File: src/rtl/mkio_tx_encoder.sv
// mkio_tx_encoder -- MIL-STD-1553 style Manchester-II word transmitter.
//
// A word is 40 half-bits: 6 sync half-bits, 16 data bits sent MSB first
// (1 = high/low, 0 = low/high), then one odd-parity bit. A one-word pending
// slot allows back-to-back transmission with no gap between words.
//
// Ports:
//   clk       - single clock, all logic on rising edge
//   reset     - synchronous, active-high
//   tx_data   - 16-bit word, sampled on a request
//   tx_cd     - sync select (0 = command/status, 1 = data), sampled with tx_data
//   tx_ready  - transmit request level; a 0->1 transition is a request
//   tx_busy   - high while a word is on the line or pending
//   tx_p      - line drive, positive phase
//   tx_n      - line drive, negative phase (~tx_p while enabled)
//   tx_en     - line driver enable
//   tx_ovf    - one-cycle pulse when a request is dropped (slot full)
module mkio_tx_encoder #(
  parameter int unsigned HALF_BIT_CLKS = 25
) (
  input  logic        clk,
  input  logic        reset,
  input  logic [15:0] tx_data,
  input  logic        tx_cd,
  input  logic        tx_ready,
  output logic        tx_busy,
  output logic        tx_p,
  output logic        tx_n,
  output logic        tx_en,
  output logic        tx_ovf
);

  localparam logic [7:0] HB_LAST  = 8'(HALF_BIT_CLKS - 1);
  localparam logic [5:0] IDX_LAST = 6'd39;

  typedef enum logic [1:0] {
    IDLE,
    SYNC,
    DATA,
    PARITY
  } state_e;

  state_e      state_q, state_d;
  logic [7:0]  hb_cnt_q, hb_cnt_d;
  logic [5:0]  hb_idx_q, hb_idx_d;
  logic [15:0] word_q, word_d;
  logic        cd_q, cd_d;
  logic        pend_vld_q, pend_vld_d;
  logic [15:0] pend_data_q, pend_data_d;
  logic        pend_cd_q, pend_cd_d;
  logic        rdy_prev_q;

  logic        req;
  logic        active;
  logic        hb_end;
  logic        word_end;
  logic        run_d;
  logic        ovf_d;
  logic        line_bit;

  // Line level for a given half-bit index of a word.
  function automatic logic line_value(input logic [5:0]  idx,
                                      input logic [15:0] w,
                                      input logic        cd);
    logic [5:0] k;
    logic [3:0] bsel;
    k    = '0;
    bsel = '0;
    if (idx < 6'd6) begin
      return (idx < 6'd3) ^ cd;
    end else if (idx < 6'd38) begin
      k    = idx - 6'd6;
      bsel = 4'd15 - k[4:1];
      return w[bsel] ^ k[0];
    end else begin
      return (~^w) ^ idx[0];
    end
  endfunction

  always_comb begin
    req      = tx_ready & ~rdy_prev_q;
    active   = (state_q != IDLE);
    hb_end   = (hb_cnt_q == HB_LAST);
    word_end = hb_end && (hb_idx_q == IDX_LAST);

    hb_cnt_d    = hb_cnt_q;
    hb_idx_d    = hb_idx_q;
    word_d      = word_q;
    cd_d        = cd_q;
    pend_vld_d  = pend_vld_q;
    pend_data_d = pend_data_q;
    pend_cd_d   = pend_cd_q;
    run_d       = active;
    ovf_d       = 1'b0;

    if (!active) begin
      if (req) begin
        run_d    = 1'b1;
        hb_cnt_d = '0;
        hb_idx_d = '0;
        word_d   = tx_data;
        cd_d     = tx_cd;
      end
    end else begin
      if (hb_end) begin
        hb_cnt_d = '0;
        hb_idx_d = hb_idx_q + 6'd1;
      end else begin
        hb_cnt_d = hb_cnt_q + 8'd1;
      end

      if (word_end) begin
        hb_idx_d = '0;
        if (pend_vld_q) begin
          word_d     = pend_data_q;
          cd_d       = pend_cd_q;
          pend_vld_d = 1'b0;
          ovf_d      = req;
        end else if (req) begin
          // A request on the last cycle of a word with an empty slot goes
          // straight to the line, exactly as if it had been pending.
          word_d = tx_data;
          cd_d   = tx_cd;
        end else begin
          run_d = 1'b0;
        end
      end else if (req) begin
        if (pend_vld_q) begin
          ovf_d = 1'b1;
        end else begin
          pend_vld_d  = 1'b1;
          pend_data_d = tx_data;
          pend_cd_d   = tx_cd;
        end
      end
    end

    if (!run_d) begin
      state_d = IDLE;
    end else if (hb_idx_d < 6'd6) begin
      state_d = SYNC;
    end else if (hb_idx_d < 6'd38) begin
      state_d = DATA;
    end else begin
      state_d = PARITY;
    end

    // Encoded from next-cycle values so the line output is registered yet
    // shows the first sync half-bit on the cycle after request detection.
    line_bit = line_value(hb_idx_d, word_d, cd_d);
  end

  always_ff @(posedge clk) begin
    if (reset) begin
      state_q     <= IDLE;
      hb_cnt_q    <= '0;
      hb_idx_q    <= '0;
      word_q      <= '0;
      cd_q        <= 1'b0;
      pend_vld_q  <= 1'b0;
      pend_data_q <= '0;
      pend_cd_q   <= 1'b0;
      rdy_prev_q  <= 1'b1;
      tx_busy     <= 1'b0;
      tx_en       <= 1'b0;
      tx_p        <= 1'b0;
      tx_n        <= 1'b0;
      tx_ovf      <= 1'b0;
    end else begin
      state_q     <= state_d;
      hb_cnt_q    <= hb_cnt_d;
      hb_idx_q    <= hb_idx_d;
      word_q      <= word_d;
      cd_q        <= cd_d;
      pend_vld_q  <= pend_vld_d;
      pend_data_q <= pend_data_d;
      pend_cd_q   <= pend_cd_d;
      rdy_prev_q  <= tx_ready;
      tx_busy     <= run_d;
      tx_en       <= run_d;
      tx_p        <= run_d & line_bit;
      tx_n        <= run_d & ~line_bit;
      tx_ovf      <= ovf_d;
    end
  end

endmodule

File: config.mk
export PLATFORM = sky130hd
export DESIGN_NAME = mkio_tx_encoder
export DESIGN_NICKNAME = d
export VERILOG_FILES = /design/src/rtl/mkio_tx_encoder.sv
export SDC_FILE = /design/constraint.sdc
export NUM_CORES = 1
export LEC_CHECK = 0
export ABC_AREA = 1
export CAP_MARGIN = 20
export CORE_UTILIZATION = 30
export DETAILED_ROUTE_END_ITERATION = 10
export MAX_ROUTING_LAYER = met4
export PLACE_DENSITY = 0.5
export SLEW_MARGIN = 10
export SYNTH_ARGS = -nofsm -noshare
export SYNTH_HDL_FRONTEND = slang
export SYNTH_SLANG_ARGS = --single-unit
File: constraint.sdc
create_clock -name clk -period 3.2 [get_ports clk]
set_input_delay 0.64 -clock clk [delete_from_list [all_inputs] [get_ports clk]]
set_output_delay 0.64 -clock clk [all_outputs]
set_load 0.02 [all_outputs]
**After elaboration in Yosys (flattened, before gate mapping)**

Index checks and enable logic that the tools add are counted.
W data, S select, Z words.

- Register bits: 56
- Output and inout port bits: 5

- $add $sub $neg: 4
- $lt $le $gt $ge: 4
- Equal/unequal tests: 2
- Muxes and demuxes: 31
- Bitwise logic cells: 12
- Reduce and logical (&&, ||, !) cells: 10

Operators with widths:

| operator | number |
|---|---|
| $mux W16 | 4 |
| $mux W6 | 4 |
| $mux W8 | 3 |
| $mux W1 | 19 |
| $reduce_xnor A16 Y1 | 1 |
| $add A8 B1 Y8 const B | 1 |
| $eq A8 B5 Y1 const B | 1 |
| $add A6 B1 Y6 const B | 1 |
| $eq A6 B6 Y1 const B | 1 |
| $lt A6 B2 Y1 const B | 1 |
| $lt A6 B3 Y1 const B | 1 |
| $lt A6 B6 Y1 const B | 1 |
| $not A1 Y1 | 6 |
| $reduce_bool A2 Y1 | 3 |
| $lt A4 B5 Y1 const B | 1 |
| $sub A5 B3 Y5 const B | 1 |
| $bmux W1 S4 | 1 |
| $reduce_and A4 Y1 | 1 |
| $reduce_or A2 Y1 | 2 |
| $sub A4 B4 Y4 const A | 1 |
| $and A1 B1 Y1 | 3 |
| $reduce_or A3 Y1 | 1 |
| $xor A1 B1 Y1 | 3 |
| $reduce_and A2 Y1 | 1 |
| $logic_and A1 B1 Y1 | 1 |

**Depth between registers and ports, before layout**

- Depth in word-level cells: 13
- Mapped depth: 23
- Mapped depth without buffers: 23

**Worst setup path after synthesis**

No wires, ideal clock.

- Kind: register to register
- From: register hb_idx_q[0]
- To: register tx_p
- Setup time: 0.119 ns
- Data arrival time: 2.379 ns
- Slack: 0.702 ns
- Cell stages (with the launch flop): 19
- Buffers on the path: 1
- Cell sequence: dfxtp_1 ha_1 nand3_1 nor2_2 nand2_4 nand2_2 o22ai_2 buf_4 ha_1 inv_1 nand3_1 nand3_1 nand3_1 nand2_1 nand2_1 nand3_2 nand3_2 nand2_1 nor2_1

- Cells in the longest elaborated chain, start to end: 12
- Elaborated cells on any way between the ends: 27
- Classes of those cells: add/sub: 3; order compare: 3; eq/ne: 1; mux: 14; bitwise: 4; reduce/logical: 2

Ends and longest elaborated chain:

| what | line | text |
|---|---|---|
| from (decl) | 45 | `logic [5:0] hb_idx_q, hb_idx_d;` |
| from (signal assigned) | 172 | `hb_idx_q <= hb_idx_d;` |
| $add A6 B1 Y6 or $eq A6 B6 Y1 (tied branches) | 107, 84 |  |
| $mux W6 or $logic_and A1 B1 Y1 (tied branches) | 105, 84 |  |
| $mux W6 (*) | 112 | `if (word_end) begin` |
| $mux W6 (*) | 96 | `if (!active) begin` |
| net hb_idx_d[1] | 45 |  |
| $sub A5 B3 Y5 | 72 | `k = idx - 6'd6;` |
| $sub A4 B4 Y4 | 73 | `bsel = 4'd15 - k[4:1];` |
| $bmux W1 S4 | 74 | `return w[bsel] ^ k[0];` |
| $mux W1 (implied by the code) | 74 |  |
| $xor A1 B1 Y1 | 74 |  |
| $mux W1 | 71 | `end else if (idx < 6'd38) begin` |
| $mux W1 (*) | 69 | `if (idx < 6'd6) begin` |
| $and A1 B1 Y1 (*) | 181 | `tx_p <= run_d & line_bit;` |
| to (signal assigned) | 181 |  |
| to (decl) | 27 | `output logic tx_p,` |

The timed path passes the listed nets; every way through them passes the cells marked *. The select of a mux whose other input is x is not followed.
A chain may end at the register's enable or synchronous reset.

**Worst setup path in the final report**

- From: input tx_ready
- To: register tx_n

- Cells in the longest elaborated chain, start to end: 12
- Elaborated cells on any way between the ends: 30
- Classes of those cells: add/sub: 2; order compare: 3; mux: 18; bitwise: 6; reduce/logical: 1

Ends and longest elaborated chain:

| what | line | text |
|---|---|---|
| from (decl) | 25 | `input logic tx_ready,` |
| $and A1 B1 Y1 (*) | 81 | `req = tx_ready & ~rdy_prev_q;` |
| $mux W6 (*) | 97 | `if (req) begin` |
| $mux W6 (*) | 96 |  |
| net hb_idx_d[2] | 45 |  |
| $sub A5 B3 Y5 | 72 |  |
| $sub A4 B4 Y4 | 73 |  |
| $bmux W1 S4 | 74 |  |
| $mux W1 (implied by the code) | 74 |  |
| $xor A1 B1 Y1 | 74 |  |
| $mux W1 | 71 |  |
| $mux W1 (*) | 69 |  |
| $not A1 Y1 (*) | 182 | `tx_n <= run_d & ~line_bit;` |
| $and A1 B1 Y1 (*) | 182 |  |
| to (signal assigned) | 182 |  |
| to (decl) | 28 | `output logic tx_n,` |

Marked as above.

==> metrics.txt <==
status complete, no violations; Synth Instances 632; RSZ-0062 raised after global routing no; clock share of power 0.346; Rel. slew slack 0.578; n_diodes 0; Hold Crit Class reg2reg; fin crit share 0.913; CP endpoint kind flop; syn_nets 656; I/O pins 25; TritonCTS clock tree built; critical path's top delay family buffers and inverters; via count 3951; Wirelength per Cell 13.0 µm; Fin Setup TNS 0 ns; Avg Inst Size Synth 6.03 µm²; grt total ovfl 0; first-pass GRT wire length 18.4 mm; CP startpoint kind input port; layout cells sized above 1 0.102; total track usage 0.185; post-cts sizing count 0; DRC viols 0; antenna violations before repair 0; clk root buf clkbuf_16; # nets final 678; starting density of the core 0.312; hold_sp pend_data_q[12]; dpl hpwl 7.91 mm; crit path kind in2reg; Die Ht 115 µm; ys flop type dfxtp_1; Synth async-reset ratio 0; site row count 40; Synth top area share 0.294; reg2reg start hb_cnt_q[0]; Worst path max stage delay 0.55 ns; required time of the worst setup path 3.43 ns; clock latency on the worst-skew pair 0.31 ns; Flop pwr share 0.427; sw power 536 µW; Total Power 1710 µW; largest net degree at the start of global routing 31; cts bufs inserted 5; Final Skew 0.00650 ns; CTS Buffer Depth 2; Netlist cell types 37; power per cell area 392 mW/mm²; GPL Wtd Cong 0.808; actual slew at the worst max-slew pin 0.633 ns; DRT Wirelength 10.7 mm; Leak 0.00209 µW; slowest stage cell on the critical path clkdlybuf4s50_1; max-slew violations 0; #FFs+latches synth 56; Sw Share 0.313; Post-CTS Setup Inserts 0; iteration count of the initial detailed-routing pass 5; Hold Buf Count CTS 0; CP most frequent cell nand3_1; Seq/Total Area, Yosys 0.294; Yosys warning count 0; Int Pwr 1180 µW; port bufs 24; post-route setup slack 0.280 ns; vias per std cell 4.80; Initial DRC Count 204; Gate power share 0.227; Critical Path AT 3.15 ns; VDD IR max 0.234 mV; Sink Count 56; Design Area, Final 0.00437 mm²; Fmax 342 MHz; vias in the first global route 3966; hold violation count in the final report 0; Setup WS pre-CTS -0.101 ns; cell taking the most area after synthesis dfxtp_1; Crit Path Max Fanout 14; Die Span X 115 µm; Buf/Inv on CP 4; synth top area cells dfxtp_1, nand2_1, nand3_1; crit-path cells clkdlybuf4s50_1 > inv_2 > nor2_8 > nor2_4 > inv_1 > o22ai_2 > ha_1 > inv_1 > nand3_1 > nand3_1 > nand3_1 > nand3_1 > nand3_1 > nand3_2 > a21oi_1; H-tree levels 2; clock slew at reported path FFs 0.07 ns; Cell Area, Placed 0.00421 mm²; Core Area 0.0122 mm²; number of setup violations in the final report 0; Final min period 2.92 ns; worst hold margin 0.466 ns; synthesized area 0.00381 mm²; area grow syn2layout 14.7%; Max Cap Violations 0; Crit. Startpoint tx_ready; die area 0.0132 mm²; number of synthesized flops with an enable pin 0; Post-DRT Antenna Nets 0
==> worst min-delay path, cell delays in order, from the launching register on <==
cell and delay, ns:
dfxtp_1 0.30, inv_1 0.06, a21oi_1 0.06
==> Yosys cell counts, drive strengths merged (3+ instances only) <==
| cell type | number |
|---|---|
| a21oi | 17 |
| nand3 | 91 |
| inv | 64 |
| o21ai | 34 |
| or2 | 10 |
| nand2 | 215 |
| dfxtp | 56 |
| xor2 | 3 |
| buf | 11 |
| ha | 4 |
| nor2 | 98 |
| nor3 | 5 |
| clkbuf | 8 |
| nand3b | 6 |
==> kinds of logic (layout without fill, tap and decap cells) <==
| logic type | Yosys count | count (layout) | synth area share |
|---|---|---|---|
| xor+xnor | 4 | 4 | 0.00919 |
| compound gates | 56 | 56 | 0.0794 |
| flops | 56 | 56 | 0.294 |
| buf+inv | 85 | 108 | 0.0982 |
| simple gates | 427 | 427 | 0.506 |
| fa+ha+maj | 4 | 4 | 0.0131 |
==> final timing paths <==
| kind | cells past startpoint | end | slack [ns] |
|---|---|---|---|
| worst max-delay path | 15 | tx_n | 0.28 |
| worst min-delay path | 2 | pend_data_q[12] | 0.47 |
| worst max register to register | 16 | tx_n | 0.34 |
| worst min register to register | 2 | pend_data_q[12] | 0.47 |
==> power by group through the flow <==
stage,Combinational (µW),Clock (µW),Sequential (µW)
global placement,385,0,748
global route,457,629,735
CTS,392,605,732
floorplan,285,0,747
finish,390,594,732
detailed placement,390,0,748
==> sequential cells by signal, indices dropped and copies added, names as in the netlist <==
| name | flops |
|---|---|
| word_q | 16 |
| tx_en | 1 |
| cd_q | 1 |
| state_q | 2 |
| tx_n | 1 |
| hb_idx_q | 6 |
| pend_cd_q | 1 |
| pend_vld_q | 1 |
| tx_ovf | 1 |
| pend_data_q | 16 |
| rdy_prev_q | 1 |
| tx_p | 1 |
| hb_cnt_q | 8 |
==> through the flow <==
step	utilization	instances
2_1_floorplan	-	632
4_1_cts	0.357	823
3_5_place_dp	0.345	815
6_report	0.358	823
5_1_grt	0.358	823
3_3_place_gp	0.345	815
==> layout by cell type (no fill, tap or decap), drive strengths merged, types with 2 or more instances in the layout <==
master	n
a21oi	17
clkbuf	7
nor2	98
xor2	3
o21ai	34
clkdlybuf4s50	24
nand2	215
inv	64
clkinv	2
or2	10
buf	10
nand3	91
dfxtp	56
o22ai	2
nand3b	6
ha	4
nor3	5
==> per-layer routing <==
layer,part of all wire,GRT usage,up-vias
met4,0.015,0.0615,0
met2,0.49,0.328,57
met1,0.46,0.212,1837
met5,0,-,-
met3,0.030,0.0281,11
li1,-,-,2046
==> cell type report <==
cell class / instances / area (µm²)
fill: 1392 / 7840
multi-input combinational: 491 / 2330
sequential: 56 / 1120
timing repair buffer: 34 / 315
inverter: 66 / 249
tap: 168 / 210
clock buffer: 7 / 143
clock inverter: 1 / 7.51
No activity file was read; power rests on OpenSTA's default activity.
